--- config.mk ---
export PLATFORM = sky130hd
export DESIGN_NAME = serial_adder_sub
export DESIGN_NICKNAME = d
export VERILOG_FILES = /design/src/rtl/serial_adder_pkg.sv /design/src/rtl/fa_bit.sv /design/src/rtl/serial_adder_sub.sv
export SDC_FILE = /design/constraint.sdc
export NUM_CORES = 1
export LEC_CHECK = 0
export ABC_AREA = 1
export CORE_MARGIN = 1.5
export CORE_UTILIZATION = 54
export CTS_BUF_LIST = sky130_fd_sc_hd__clkbuf_16
export DETAILED_ROUTE_END_ITERATION = 6
export HOLD_SLACK_MARGIN = 0.02
export PLACE_DENSITY = 0.85
export SETUP_SLACK_MARGIN = 0.02
export SLEW_MARGIN = 0
export SYNTH_ARGS = -nofsm -noshare
export SYNTH_HDL_FRONTEND = slang
export SYNTH_SLANG_ARGS = --single-unit
--- constraint.sdc ---
create_clock -name clk -period 2.2 [get_ports clk]
set_input_delay 0.44 -clock clk [delete_from_list [all_inputs] [get_ports clk]]
set_output_delay 0.44 -clock clk [all_outputs]
set_load 0.02 [all_outputs]
--- src/rtl/serial_adder_pkg.sv ---
// Shared types and helpers for the bit-serial adder/subtractor.
// Optional signed-overflow output is enabled by defining SERIAL_ADDER_OVF_EN.
package serial_adder_pkg;

   typedef enum logic [1:0] {
      IDLE = 2'd0,
      RUN  = 2'd1,
      DONE = 2'd2
   } state_t;

   // A single-beat configuration still needs a 1-bit counter.
   function automatic int cnt_width(input int nbeats);
      return (nbeats <= 1) ? 1 : $clog2(nbeats);
   endfunction

endpackage

--- src/rtl/fa_bit.sv ---
// Combinational 1-bit full adder; the unit cell chained inside serial_adder_sub.
module fa_bit (
   input  logic a,
   input  logic b,
   input  logic cin,
   output logic sum,
   output logic cout
);

   assign sum  = a ^ b ^ cin;
   assign cout = (a & b) | (cin & (a ^ b));

endmodule

--- src/rtl/serial_adder_sub.sv ---
// Bit-serial WIDTH-bit adder/subtractor processing BITS_PER_CYCLE bits per beat.
// Define SERIAL_ADDER_OVF_EN to add the registered signed-overflow output ovf.
module serial_adder_sub
   import serial_adder_pkg::*;
#(
   parameter int WIDTH          = 8,
   parameter int BITS_PER_CYCLE = 1
) (
   input  logic             clk,
   input  logic             rst_n,
   input  logic             in_valid,
   output logic             in_ready,
   input  logic [WIDTH-1:0] a,
   input  logic [WIDTH-1:0] b,
   input  logic             cin,
   input  logic             sub,
   output logic             out_valid,
   input  logic             out_ready,
   output logic [WIDTH-1:0] sum,
   output logic             cout
`ifdef SERIAL_ADDER_OVF_EN
   ,
   output logic             ovf
`endif
);

   localparam int NBEATS = (BITS_PER_CYCLE > 0) ? WIDTH / BITS_PER_CYCLE : 1;
   localparam int CW     = cnt_width(NBEATS);

   generate
      if (WIDTH < 1 || BITS_PER_CYCLE < 1 || (WIDTH % BITS_PER_CYCLE) != 0) begin : g_bad_cfg
         $error("serial_adder_sub: BITS_PER_CYCLE must divide WIDTH exactly");
      end
   endgenerate

   state_t                    state;
   state_t                    state_next;
   logic [WIDTH-1:0]          a_sh;
   logic [WIDTH-1:0]          b_sh;
   logic                      carry;
   logic [CW-1:0]             beat;
   logic [BITS_PER_CYCLE:0]   c;
   logic [BITS_PER_CYCLE-1:0] s;
   logic [WIDTH-1:0]          beat_ext;
   logic                      last_beat;

   // Ripple chain for one beat; c[0] is the carry held over from the previous beat.
   assign c[0] = carry;

   generate
      for (genvar i = 0; i < BITS_PER_CYCLE; i++) begin : g_chain
         fa_bit u_fa (
            .a    (a_sh[i]),
            .b    (b_sh[i]),
            .cin  (c[i]),
            .sum  (s[i]),
            .cout (c[i+1])
         );
      end
   endgenerate

   assign last_beat = (beat == CW'(NBEATS - 1));

   // NOTE: every variable assigned in always_comb gets a default first, so no latch is inferred.
   always_comb begin
      beat_ext                      = '0;
      beat_ext[BITS_PER_CYCLE-1:0]  = s;
   end

   // NOTE: sequential state uses non-blocking assignments so all flops update from pre-edge values.
   always_ff @(posedge clk or negedge rst_n) begin
      if (!rst_n) begin
         state <= IDLE;
      end else begin
         state <= state_next;
      end
   end

   always_comb begin
      state_next = state;
      unique case (state)
         IDLE:    if (in_valid)  state_next = RUN;
         RUN:     if (last_beat) state_next = DONE;
         DONE:    if (out_ready) state_next = IDLE;
         default: state_next = IDLE;
      endcase
   end

   always_comb begin
      in_ready  = (state == IDLE);
      out_valid = (state == DONE);
   end

   // Subtraction is folded in at load time: B is inverted and the borrow-in becomes carry-in.
   always_ff @(posedge clk or negedge rst_n) begin
      if (!rst_n) begin
         a_sh  <= '0;
         b_sh  <= '0;
         carry <= 1'b0;
         beat  <= '0;
         sum   <= '0;
         cout  <= 1'b0;
`ifdef SERIAL_ADDER_OVF_EN
         ovf   <= 1'b0;
`endif
      end else begin
         case (state)
            IDLE: begin
               if (in_valid) begin
                  a_sh  <= a;
                  b_sh  <= b ^ {WIDTH{sub}};
                  carry <= cin ^ sub;
                  beat  <= '0;
                  sum   <= '0;
               end
            end
            RUN: begin
               a_sh  <= a_sh >> BITS_PER_CYCLE;
               b_sh  <= b_sh >> BITS_PER_CYCLE;
               sum   <= (sum >> BITS_PER_CYCLE) | (beat_ext << (WIDTH - BITS_PER_CYCLE));
               carry <= c[BITS_PER_CYCLE];
               beat  <= beat + 1'b1;
               if (last_beat) begin
                  cout <= c[BITS_PER_CYCLE];
`ifdef SERIAL_ADDER_OVF_EN
                  ovf  <= c[BITS_PER_CYCLE-1] ^ c[BITS_PER_CYCLE];
`endif
               end
            end
            default: ;
         endcase
      end
   end

endmodule

* Yosys cells after proc, flatten, opt, wreduce, memory -nomap -nowiden *
Cells that the tools add are included.

cells by class
  add/subtract/negate cells = 1
  eq/ne operators = 6
  muxes and demuxes = 14
  bitwise operators = 8
  reductions and logical operators = 5

operators with widths
  kind                 number
  $pmux 8 s2           3
  $mux 8               3
  $or 7x8->8           1
  $xor 8x8->8          1
  $mux 2               3
  $pmux 2 s3           1
  $pmux 3 s2           1
  $ne 2x2->1 const B   2
  $reduce_and 2->1     2
  $add 3x1->3 const B  1
  $eq 3x3->1 const B   1
  $mux 3               1
  $reduce_and 3->1     1
  $xor 1x1->1          3
  $and 1x1->1          2
  $eq 2x1->1 const B   1
  $eq 2x2->1 const B   1
  $logic_not 2->1      1
  $ne 2x1->1 const B   1
  $pmux 1 s2           1
  $reduce_bool 2->1    1
  $mux 1               1
  $or 1x1->1           1

word-level totals
  register bits = 31
  input bits = 22
  output and inout bits = 11
  word-level logic and storage cells = 41

* Longest topological paths before layout *
  word-level depth = 4
  gate-level depth with buffers = 6
  depth with buffers taken out = 5

* Modules after synthesis *
Synthesis repeated with hierarchy kept, for this count alone.

second synthesis, totals
  cells, all modules = 191
  area, all modules = 1,503.9 um^2

modules (own cells, without submodules)
  module            instances  cells an instance  area an instance (um^2)  sequential area each (um^2)
  serial_adder_sub  1          190                1,483.9                  775.7
  fa_bit            1          1                  20.0                     0.0

* Least setup slack after synthesis *
OpenSTA, ideal clock, no wires.

  kind = reg2out
  from = register state[1]
  to = output out_valid
  arrival time = 0.792 ns
  data required time = 1.760 ns
  setup slack = 0.968 ns
  stages on the path, launching flop included = 3
  path buffers = 0
  cells stage by stage = dfrtp_1 inv_2 nor2_1

between the ends
  longest elaborated chain between the ends = 1

RTL lines
  item                    RTL line                text
  from (decl)             serial_adder_sub.sv:36  state_t state;
  from (signal assigned)  serial_adder_sub.sv:75  state <= state_next;
  $eq 2x2->1              serial_adder_sub.sv:91  out_valid = (state == DONE);
  to (decl)               serial_adder_sub.sv:17  output logic out_valid,

Every way passes these cells.

* Worst setup path after layout *
Ends and elaborated chain as after synthesis.

==> run summary <==
CTS tree = yes
DRC = 0
initial antenna violation count = 0
Rows = 19
Netlist cell types = 19
RD Place Congestion = 0.771
syn_area_per_cell = 8.01 um2
wire length on met2 = 1.77 mm
Iteration-0 DRC Markers = 100
largest net degree at the start of global routing = 32
status = finished clean
GR Overflow Total = 0
fin crit share = 0.896
# hold bufs at CTS = 0
maximum VDD drop = 1.11 mV
count of final setup violators = 0
Seq cells post-synth = 31
post-synthesis sequential area ratio = 0.502
port bufs = 32
Overall Power = 0.00257 W
TNS Setup = 0 ns
max-slew violations = 0
min cycle time layout = 1.97 ns
fillers = 191
core area = 2730 um2
DIE HEIGHT = 56.5 um
Final Hold Fails = 0
YS warnings = 0
io pins = 33
met1 wire length = 1.43 mm
Hold Path Class = reg -> reg
CP Capture Type = output port
Highest Clock Rate = 0.507 GHz
post-route design area = 2010 um2
Die X-Extent = 56.5 um
die area = 3190 um2
Mapped Nets = 218
Slew @ Worst Pin = 0.555 ns
skew final = 0.00562 ns
vias in the first global route = 1421
top sig layer = met4
post-CTS sizing = 0
Clock Sinks = 31
unrepaired setup endpoints after global routing = false
DP HPWL = 2.32 mm
post-synthesis cell count = 193
Leak = 1.02 nW
Max FO, Critical Path = 5
ANT cells = 0
CTS clk-pin slew, worst paths = 0.05 ns
fin nets = 251
Area after DPL = 1870 um2
Max transition margin = 0.629
clk_lat worst skew = 0.27 ns
Crit path arrival time = 1.53 ns
vias after detailed routing = 1437
worst hold stages = 2
wire length per cell = 13.6 um
share of cells above drive strength 1 = 0.0705
setup bufs post-CTS = 0
wire length on met3 = 225 um
Post-DRT Antenna Nets = 0
Worst EP required = 1.76 ns
max-cap viol count = 0
cts bufs inserted = 5
pwr/cell area = 1280 nW/um2
1st-pass router iterations = 4
nature of the critical path startpoint = register
Worst R2R Path Depth = 5
area delta synth->final = 30.0%
Via density = 5.57
Initial Utilization = 0.566
gr usage total = 0.236
Worst Setup Path Type = reg -> out
Cell Area, Synth = 1550 um2
H-tree depth = 2
Routed WL = 3.50 mm
Bufs on Longest Clock Path = 2
Root Driver = clkbuf_16
first-pass GRT wire length = 5.85 mm
metal layers:
metal | vias to the layer above | global-route usage
met2 | 62 | 0.417
met3 | 12 | 0.0622
li1 | 687 | -
met1 | 676 | 0.270
met4 | 0 | 0.0918
met5 | - | 0
synthesized netlist by cell type:
| cell | count | area share |
|---|---|---|
| nand2_2 | 1 | 0.0040 |
| xor2_1 | 1 | 0.0057 |
| fa_1 | 1 | 0.013 |
| nor2_4 | 2 | 0.015 |
| o22ai_1 | 1 | 0.0040 |
| inv_1 | 14 | 0.034 |
| inv_2 | 2 | 0.0049 |
| nor2_1 | 1 | 0.0024 |
| nor2_2 | 1 | 0.0040 |
| buf_4 | 5 | 0.024 |
| o31ai_1 | 1 | 0.0049 |
| o21ai_1 | 2 | 0.0065 |
| nand2_1 | 72 | 0.17 |
| ha_1 | 2 | 0.016 |
| buf_2 | 4 | 0.013 |
| nand2_4 | 1 | 0.0073 |
| o21ai_0 | 1 | 0.0032 |
| dfrtp_1 | 31 | 0.50 |
| nand3_1 | 50 | 0.16 |
kinds of logic after synthesis:
group           share of synthesized area
compound gates                     0.0186
simple gates                        0.369
xor+xnor                          0.00566
flops                               0.502
fa+ha+maj                          0.0291
buf+inv                            0.0761
state kept, by name, indices dropped and copies added, names as in the netlist:
| register | count |
|---|---|
| state | 2 |
| carry | 1 |
| a_sh | 8 |
| beat | 3 |
| cout | 1 |
| sum | 8 |
| b_sh | 8 |
cell usage in the layout (no fill, tap or decap), types with 2 or more instances in the layout:
cell | synthesis | routed
inv_2 | 2 | 2
inv_1 | 14 | 14
clkbuf_16 | 0 | 5
clkdlybuf4s50_1 | 0 | 32
o21ai_1 | 2 | 2
buf_4 | 5 | 3
nand3_1 | 50 | 50
nor2_4 | 2 | 2
ha_1 | 2 | 2
dfrtp_1 | 31 | 31
nand2_1 | 72 | 72
clkinv_1 | 0 | 2
final timing paths:
check	from	end	slack, ns
max in group asynchronous	rst_n	state[1]	1.35
hold / removal	sum[0]	sum[0]	0.50
setup / recovery	state[1]	out_valid	0.23
min in group asynchronous	rst_n	sum[6]	0.56
hold reg to reg	sum[0]	sum[0]	0.50
setup reg to reg	state[0]	cout	0.81
worst max-delay path: stages, from the launching register on:
cell and delay (ns):
dfrtp_1 0.43, inv_2 0.10, nor2_1 0.11, clkdlybuf4s50_1 0.61
stage by stage:
| stage | util | cells | setup slack, ns | hold WS (ns) |
|---|---|---|---|---|
| 2_1_floorplan | - | 193 | 0.968 | 0.144 |
| 3_3_place_gp | 0.684 | 250 | 0.460 | 0.472 |
| 3_5_place_dp | 0.684 | 250 | 0.423 | 0.487 |
| 4_1_cts | 0.735 | 258 | 0.227 | 0.502 |
| 5_1_grt | 0.735 | 258 | 0.196 | 0.518 |
| 6_report | 0.735 | 258 | 0.229 | 0.496 |
layout make-up:
| cell class | count | area (um2) | share of cell area |
|---|---|---|---|
| clock buffers | 5 | 125 | 0.0622 |
| clock inverters | 3 | 15.0 | 0.00747 |
| inverters | 16 | 60.1 | 0.0299 |
| multi-input cells | 137 | 653 | 0.325 |
| flip-flops and latches | 31 | 776 | 0.386 |
| well taps | 31 | 38.8 | 0.0193 |
| repair buffers | 35 | 343 | 0.171 |
power breakdown:
part	internal (W)	total (W)	leakage [nW]	switching (W)
Combinational	0.000391	0.000968	0.552	0.000577
Clock	0.000410	0.000642	0.0649	0.000232
Sequential	0.000805	0.000960	0.403	0.000156
Note: power is estimated with default switching activity, not from simulation.
